$ cat src/rtl/tmds_pkg.sv
// Shared TMDS channel definitions: control tokens, symbol width, disparity type
// and the 8-bit popcount used by both encoder stages.
package tmds_pkg;

   localparam int TMDS_W     = 10;
   localparam int DISP_W_DEF = 5;

   localparam logic [TMDS_W-1:0] CTRL_TOKEN_00 = 10'b1101010100;
   localparam logic [TMDS_W-1:0] CTRL_TOKEN_01 = 10'b0010101011;
   localparam logic [TMDS_W-1:0] CTRL_TOKEN_10 = 10'b0101010100;
   localparam logic [TMDS_W-1:0] CTRL_TOKEN_11 = 10'b1010101011;

   typedef logic signed [DISP_W_DEF-1:0] disp_t;

   function automatic logic [3:0] popcount8(input logic [7:0] v);
      logic [3:0] n;
      n = '0;
      for (int i = 0; i < 8; i++) begin
         n = n + {3'b000, v[i]};
      end
      return n;
   endfunction

endpackage

$ cat src/rtl/tmds_channel_encoder_qm.sv
// Stage 1 of the TMDS encoder: transition-minimising q_m word plus the
// registered de/ctrl that travel alongside it.
module tmds_qm_stage
   import tmds_pkg::*;
(
   input  logic       i_clk_pxl,
   input  logic       i_reset,
   input  logic [7:0] data,
   input  logic [1:0] ctrl,
   input  logic       de,
   output logic [8:0] q_m,
   output logic [1:0] ctrl_q,
   output logic       de_q
);

   logic [3:0] n1;
   logic       use_xnor;
   logic [8:0] q_m_next;

   always_comb begin
      n1       = popcount8(data);
      use_xnor = (n1 > 4'd4) || ((n1 == 4'd4) && !data[0]);
      q_m_next = '0;
      q_m_next[0] = data[0];
      for (int i = 1; i < 8; i++) begin
         q_m_next[i] = use_xnor ? ~(q_m_next[i-1] ^ data[i]) : (q_m_next[i-1] ^ data[i]);
      end
      q_m_next[8] = ~use_xnor;
   end

   // q_m is forced to zero during blanking so undefined pixel data never enters stage 2.
   always_ff @(posedge i_clk_pxl) begin
      if (i_reset) begin
         q_m    <= '0;
         ctrl_q <= 2'b00;
         de_q   <= 1'b0;
      end else begin
         q_m    <= de ? q_m_next : 9'd0;
         ctrl_q <= ctrl;
         de_q   <= de;
      end
   end

endmodule

$ cat src/rtl/tmds_channel_encoder.sv
// One TMDS/DVI channel: 8b data + 2b control to 10b DC-balanced symbols.
// Define TMDS_INPUT_REG_EN to add an input register stage (latency 3 instead of 2).
module tmds_channel_encoder
   import tmds_pkg::*;
#(
   parameter int DISP_W = 5
) (
   input  logic              i_clk_pxl,
   input  logic              i_reset,
   input  logic [7:0]        i_data,
   input  logic [1:0]        i_ctrl,
   input  logic              i_de,
   output logic [TMDS_W-1:0] o_tmds
);

`ifdef TMDS_INPUT_REG_EN
   localparam int LATENCY = 3;
`else
   localparam int LATENCY = 2;
`endif

   localparam logic signed [DISP_W-1:0] DISP_TWO = DISP_W'(2);

   logic [7:0] data_s;
   logic [1:0] ctrl_s;
   logic       de_s;

   if (LATENCY == 3) begin : g_in_reg
      always_ff @(posedge i_clk_pxl) begin
         if (i_reset) begin
            data_s <= 8'd0;
            ctrl_s <= 2'b00;
            de_s   <= 1'b0;
         end else begin
            data_s <= i_data;
            ctrl_s <= i_ctrl;
            de_s   <= i_de;
         end
      end
   end else begin : g_no_in_reg
      assign data_s = i_data;
      assign ctrl_s = i_ctrl;
      assign de_s   = i_de;
   end

   logic [8:0] q_m;
   logic [1:0] ctrl_q;
   logic       de_q;

   tmds_qm_stage u_qm (
      .i_clk_pxl (i_clk_pxl),
      .i_reset   (i_reset),
      .data      (data_s),
      .ctrl      (ctrl_s),
      .de        (de_s),
      .q_m       (q_m),
      .ctrl_q    (ctrl_q),
      .de_q      (de_q)
   );

   logic [3:0]               n1q;
   logic [3:0]               n0q;
   logic signed [DISP_W-1:0] diff;
   logic signed [DISP_W-1:0] cnt;
   logic                     cnt_zero;
   logic                     balanced;
   logic                     invert;

   // diff is N1-N0 of q_m[7:0], both counts zero-extended into the signed domain.
   always_comb begin
      n1q      = popcount8(q_m[7:0]);
      n0q      = 4'd8 - n1q;
      diff     = $signed({{(DISP_W-4){1'b0}}, n1q}) - $signed({{(DISP_W-4){1'b0}}, n0q});
      cnt_zero = (cnt == '0);
      balanced = (n1q == n0q);
      invert   = (!cnt[DISP_W-1] && !cnt_zero && (n1q > n0q)) ||
                 (cnt[DISP_W-1] && (n0q > n1q));
   end

   always_ff @(posedge i_clk_pxl) begin
      if (i_reset) begin
         o_tmds <= CTRL_TOKEN_00;
         cnt    <= '0;
      end else if (!de_q) begin
         cnt <= '0;
         case (ctrl_q)
            2'b00:   o_tmds <= CTRL_TOKEN_00;
            2'b01:   o_tmds <= CTRL_TOKEN_01;
            2'b10:   o_tmds <= CTRL_TOKEN_10;
            default: o_tmds <= CTRL_TOKEN_11;
         endcase
      end else if (cnt_zero || balanced) begin
         o_tmds <= {~q_m[8], q_m[8], q_m[8] ? q_m[7:0] : ~q_m[7:0]};
         cnt    <= q_m[8] ? (cnt + diff) : (cnt - diff);
      end else if (invert) begin
         o_tmds <= {1'b1, q_m[8], ~q_m[7:0]};
         cnt    <= cnt - diff + (q_m[8] ? DISP_TWO : '0);
      end else begin
         o_tmds <= {1'b0, q_m[8], q_m[7:0]};
         cnt    <= cnt + diff - (q_m[8] ? '0 : DISP_TWO);
      end
   end

endmodule

$ cat config.mk
export PLATFORM = sky130hd
export DESIGN_NAME = tmds_channel_encoder
export DESIGN_NICKNAME = d
export VERILOG_FILES = /design/src/rtl/tmds_pkg.sv /design/src/rtl/tmds_channel_encoder_qm.sv /design/src/rtl/tmds_channel_encoder.sv
export SDC_FILE = /design/constraint.sdc
export NUM_CORES = 1
export LEC_CHECK = 0
export CORE_UTILIZATION = 50
export DETAILED_ROUTE_END_ITERATION = 6
export MAX_ROUTING_LAYER = met4
export PLACE_DENSITY = 0.76
export REMOVE_ABC_BUFFERS = 1
export SLEW_MARGIN = 20
export SYNTH_ARGS = -nofsm -noshare
export SYNTH_HDL_FRONTEND = slang
export SYNTH_HIERARCHICAL = 1
export SYNTH_SLANG_ARGS = --single-unit
$ cat constraint.sdc
create_clock -name i_clk_pxl -period 5.4 [get_ports i_clk_pxl]
set_input_delay 1.08 -clock i_clk_pxl [delete_from_list [all_inputs] [get_ports i_clk_pxl]]
set_output_delay 1.08 -clock i_clk_pxl [all_outputs]
set_load 0.05 [all_outputs]
==> run_results.csv, run 1 <==
group,metric,value,unit
critical_path,criticalPathCategory,"flip-flop to flip-flop",
finish,antenna-diode-count,0,
global_routing,grt_overflow,0,
clock_network,postCtsSetupBuffers,0,
placement,hpwl,3430,um
critical_path,worstPathBufferInverterCount,3,
floorplanning,die_y,70.5,um
critical_path,cp_data_required_time,5630,ps
sta,setup_violations,0,
yosys,yosysWarnings,6,
global_routing,antenna_found_initial,0,
placement,routabilityCongestion,0.817,
global_routing,grtUsageTotal,19.0,%
critical_path,endpoint_kind,"flip-flop",
min_path,hold_path.class,"flip-flop to flip-flop",
critical_path,cp_slowest_stage_delay,550,ps
floorplanning,die_w,70.5,um
route,drtIter0Drc,55,
floorplanning,dieArea,4980,um2
global_routing,grt_start_max_net_pins,18,
sta,period_minus_slack,5150,ps
yosys,async_flop_share,0,%
critical_path,worst-endpoint-arrival,5380,ps
sta,max_freq,194,MHz
critical_path,critical_path.startpoint_type,"flip-flop",
sta,hold_viol_final,0,
sta,finalClockSkew,4.84,ps
critical_path,crit_path_cell_trace,"inv_1, fa_1, fa_1, fa_1, inv_1, ha_1, fa_2, nor2_2, inv_1, ha_1, or3_1, o21ai_1, xnor2_1, ha_1, a21o_1, nand4b_1, o211a_1, or4b_1, nand4_1",
yosys,synth.top_cell.area_share,23.0,%
route,drtPass1Iterations,6,
finish,fin_nets,320,
clock_network,cts_tree,"yes",
critical_path,cpLargestDelayFamily,"adder cells",
clock_network,clkTransAtPathRegs,100,ps
critical_path,critPathMaxFanout,3,
clock_network,cts_buffer_depth,2,
sta,setup_tns,0,ps
clock_network,cts_sinks,27,
yosys,synth_most_common_cell,"inv_1",
yosys,yosys_most_used_dff,"dfxtp_1",
finish,final_layout_size_suffix_gt1_share,11.5,%
route,via_per_inst,5.10,
global_routing,grt_pass1_wl,7270,um
sta,relSlewSlack,60.8,%
sta,fin_crit_sh,95.4,%
yosys,synthTopCellsByCount,"inv_1, dfxtp_1, ha_1, nor2_1, xnor2_1",
yosys,synth_largest_area_cell,"dfxtp_1",
placement,portBuffers,22,
yosys,synth.avg_cell_area,9.55,um2
floorplanning,core,4440,um2
run_status,outcome,"finished, final reports clean",
route,drtAntennaViolNets,0,
clock_network,cts-root-buf,"clkbuf_8",
flow_run,maxCapViolations,0,
sta,drv_slew,0,
floorplanning,initial_core_util,52.8,%
critical_path,critPathSlowestCell,"fa_1",
clock_network,h-tree-depth,1,
route,wl_per_cell,13.0,um
route,via_count,1638,
yosys,yosysSeqAreaShare,23.0,%
yosys,synthTopCellsByArea,"dfxtp_1, ha_1, fa_1",
route,drt-total-wl,4160,um
yosys,synth_enable_flop_cells,0,
sta,worstMarginPinSlew,588,ps
global_routing,first_global_vias,1664,
yosys,synth_seq_cells,27,
yosys,synth_cell_type_count,56,
floorplanning,io_pins,23,
sta,rsz0062_at_grt,"no",
yosys,synth_cells,246,
floorplanning,rows,24,
yosys,syn_area,2350,um2
finish,syn2layout_area_growth,13.5,%
clock_network,clock_latency,280,ps
clock_network,cts_inserted_buffers,3,
route,drcViolationCount,0,
[repair_timing]
action / in CTS / in global routing
gates resized for setup: 0 / 2
hold buffers: 0 / 0
endpoints found under the hold margin: 0 / 0
endpoints found under the setup margin: 0 / 1
[through the flow]
| stage | utilization, % | instances | hold WS (ps) | worst slack (ps) | cell area, um2 |
|---|---|---|---|---|---|
| after CTS | 59.9 | 321 | 443 | 135 | 2660 |
| after global placement | 58.7 | 317 | 421 | 334 | 2610 |
| after global routing | 60.0 | 321 | 469 | 43.3 | 2670 |
| after detailed placement | 58.7 | 317 | 428 | 161 | 2610 |
| after floorplan | - | 237 | 409 | 46.3 | 2280 |
| final | 60.0 | 321 | 441 | 248 | 2670 |
[routing by layer]
| layer | global-route usage (%) | up-vias | part of all wire [%] |
|---|---|---|---|
| met5 | - | - | 0 |
| met2 | 34.1 | 17 | 53 |
| li1 | - | 850 | - |
| met3 | 2.71 | 5 | 1.6 |
| met1 | 22.3 | 766 | 44 |
| met4 | 5.11 | 0 | 1.1 |
[cell families after synthesis]
kind of cell	Yosys count	share of synthesized area (%)
AO/OA/AOI/OAI	39	12.2
flip-flops	27	23.0
multiplexers	5	2.72
adder cells (fa/ha/maj)	37	23.9
XOR/XNOR	28	13.7
AND/OR/NAND/NOR	62	15.3
buffers and inverters	48	9.16
[final timing paths]
check / startpoint / to / depth (start not counted) / slack, ps
hold reg to reg: flip-flop / flip-flop / 2 / 440
setup reg to reg: u_qm/q_m[0]$_SDFF_PP0_ / cnt[4]$_SDFF_PP0_ / 19 / 250
setup / recovery: u_qm/q_m[0]$_SDFF_PP0_ / cnt[4]$_SDFF_PP0_ / 19 / 250
hold / removal: flip-flop / flip-flop / 2 / 440
[tightest hold or removal path, stage by stage (launching register included)]
cell and delay, ps:
dfxtp_1 330, inv_1 50, nor2_1 30
[cell usage in the layout (no fill, tap or decap), types with 2 or more instances in the layout]
| cell | count |
|---|---|
| buf_4 | 6 |
| nand3_1 | 5 |
| nor3_1 | 4 |
| a21o_1 | 7 |
| inv_1 | 39 |
| nand2_1 | 7 |
| or2_2 | 2 |
| nor2b_1 | 5 |
| a21oi_1 | 11 |
| nand4_1 | 2 |
| o21ai_0 | 2 |
| nor2_2 | 2 |
| clkbuf_8 | 3 |
| and2_2 | 2 |
| nor3b_1 | 3 |
| xor2_1 | 5 |
| mux2i_1 | 3 |
| a21boi_0 | 2 |
| nand2b_1 | 3 |
| nor2_1 | 18 |
| fa_1 | 12 |
| xnor3_1 | 2 |
| dfxtp_1 | 27 |
| xnor2_1 | 18 |
| ha_1 | 24 |
| o21bai_1 | 3 |
| clkdlybuf4s50_1 | 22 |
[area by class of cell]
cell class,count,area (um2)
clock buffers,3,41.3
clock inverters,1,8.76
fillers,379,1780
inverters,39,146
multi-input cells,171,1600
flip-flops and latches,27,541
well taps,52,65.1
repair buffers,28,265
[state kept, by name, indices dropped and copies added, names as in the netlist, named ones only]
signal	cells
cnt	4
o_tmds	10
u_qm/ctrl_q	2
u_qm/de_q	1
u_qm/q_m	9
Power of run 1 is not shown: default switching activity piles up to over one toggle a cycle in this logic, so the estimate is an artifact.
==> inputs of run 2 (changes only) <==
--- a/config.mk
+++ b/config.mk
@@ -5,10 +5,12 @@
 export SDC_FILE = /design/constraint.sdc
 export NUM_CORES = 1
 export LEC_CHECK = 0
-export CORE_UTILIZATION = 50
+export ABC_CLOCK_PERIOD_IN_PS = 5400
+export CORE_UTILIZATION = 40
 export DETAILED_ROUTE_END_ITERATION = 6
+export GPL_TIMING_DRIVEN = 0
 export MAX_ROUTING_LAYER = met4
-export PLACE_DENSITY = 0.76
+export PLACE_DENSITY = 0.64
 export REMOVE_ABC_BUFFERS = 1
 export SLEW_MARGIN = 20
 export SYNTH_ARGS = -nofsm -noshare
==> run_results.csv, run 2 (same netlist as run 1, synthesis figures left out) <==
group,metric,value,unit
floorplanning,initial_core_util,42.1,%
min_path,hold_path.class,"flip-flop to flip-flop",
clock_network,clkTransAtPathRegs,100,ps
route,drt-total-wl,4030,um
placement,portBuffers,22,
floorplanning,io_pins,23,
global_routing,grt_start_max_net_pins,17,
clock_network,cts-root-buf,"clkbuf_8",
route,drtPass1Iterations,4,
critical_path,regToRegSetupSlack,240,ps
global_routing,grtUsageTotal,15.0,%
finish,largest_reg_flops,10,
clock_network,cts_hold_buf,0,
sta,setup_violations,0,
critical_path,critical_path.startpoint,"u_qm/q_m[0]$_SDFF_PP0_",
finish,antenna-diode-count,0,
route,via_per_inst,4.79,
floorplanning,die_w,78.6,um
placement,hpwl,3250,um
finish,final_layout_size_suffix_gt1_share,13.1,%
sta,rsz0062_at_grt,"yes",
clock_network,h-tree-depth,1,
sta,finalClockSkew,3.86,ps
clock_network,clock_latency,270,ps
sta,worstMarginPinSlew,591,ps
sta,relSlewSlack,60.6,%
sta,drv_slew,0,
sta,layout_setup_ws,243,ps
finish,largest-register,"o_tmds",
critical_path,r2r_start,"u_qm/q_m[0]$_SDFF_PP0_",
route,drtIter0Drc,27,
route,drtAntennaViolNets,0,
critical_path,criticalPathCategory,"flip-flop to flip-flop",
finish,syn2layout_area_growth,15.9,%
sta,fin_crit_sh,95.5,%
route,drcViolationCount,0,
critical_path,r2r-end,"cnt[4]$_SDFF_PP0_",
critical_path,endpoint_kind,"flip-flop",
sta,whs,454,ps
flow_run,maxCapViolations,0,
global_routing,grt_pass1_wl,7280,um
finish,layout_common_cells,"inv_1, dfxtp_1, ha_1",
sta,max_freq,194,MHz
floorplanning,rows,27,
clock_network,cts_sinks,27,
critical_path,reg2regPathDepth,19,
run_status,outcome,"finished, final reports clean",
clock_network,cts_buffer_depth,2,
critical_path,critPathMaxFanout,10,
floorplanning,core,5570,um2
clock_network,cts_tree,"yes",
finish,final_common_cell,"inv_1",
placement,post-place-ws,-380,ps
sta,setup_tns,0,ps
finish,reg_top3,"o_tmds (10), u_qm/q_m (9), cnt (4)",
clock_network,cts_inserted_buffers,3,
route,via_count,1630,
critical_path,cp_data_required_time,5620,ps
critical_path,worst-endpoint-arrival,5370,ps
sta,period_minus_slack,5160,ps
global_routing,grt_overflow,0,
global_routing,antenna_found_initial,0,
global_routing,first_global_vias,1696,
sta,hold_viol_final,0,
finish,fillCellCount,546,
min_path,holdPathStages,2,
finish,post-route-util,48.8,%
floorplanning,dieArea,6180,um2
placement,routabilityCongestion,0.766,
critical_path,critical_path.startpoint_type,"flip-flop",
finish,fin_nets,319,
route,wl_per_cell,11.8,um
floorplanning,die_y,78.6,um
run 2: changes by cell type in the layout (fill, tap and decap cells not counted), sizes merged:
| cell | change |
|---|---|
| inv | -1 |
| clkinvlp | +1 |
| buf | -1 |
run 2: worst max path at each step:
stage | endpoint | slack (ps) | cells past startpoint
2_1_floorplan | cnt[4]$_SDFF_PP0_ | 50 | 18
3_3_place_gp | cnt[4]$_SDFF_PP0_ | -280 | 18
3_5_place_dp | cnt[4]$_SDFF_PP0_ | -380 | 19
4_1_cts | cnt[4]$_SDFF_PP0_ | 7 | 18
5_1_grt | cnt[4]$_SDFF_PP0_ | -7 | 19
6_report | cnt[4]$_SDFF_PP0_ | 240 | 19
run 2: area by class of cell:
type / count / area (um2) / area share, %
clock buffer: 3 / 41.3 / 1.52
tap: 72 / 90.1 / 3.31
inverter: 39 / 146 / 5.38
clock inverter: 1 / 7.51 / 0.276
sequential: 27 / 541 / 19.9
timing repair buffer: 27 / 258 / 9.47
multi-input combinational: 171 / 1640 / 60.2
run 2: through the flow:
step           cells  area, um2
5_1_grt          340       2720
2_1_floorplan    237       2280
6_report         340       2720
3_3_place_gp     331       2590
4_1_cts          337       2670
3_5_place_dp     331       2590
run 2: what timing repair did:
action                     CTS  global route
buffers inserted             2             3
setup endpoints to repair   10            10
pin swaps                    1             3
resized for setup            4             6
run 2: worst max-delay path: stages (launching register included):
cell	delay (ps)
dfxtp_1	320
inv_1	80
fa_1	560
fa_1	430
fa_1	490
inv_1	40
ha_1	200
fa_2	570
nor2_4	50
inv_2	80
ha_4	230
or3_4	410
o21ai_4	110
xnor2_2	150
ha_1	280
a21o_1	200
nand4b_1	170
o211a_1	130
or4b_1	500
nand4_1	100
run 2: layer usage:
layer | track usage (%) | vias to the layer above | wire length (um)
met5 | - | - | 0
met4 | 3.33 | 0 | 12
met3 | 2.56 | 2 | 79
met2 | 26.0 | 14 | 2100
met1 | 18.2 | 766 | 1830
li1 | - | 848 | -
Power of run 2 is left out for the same reason.
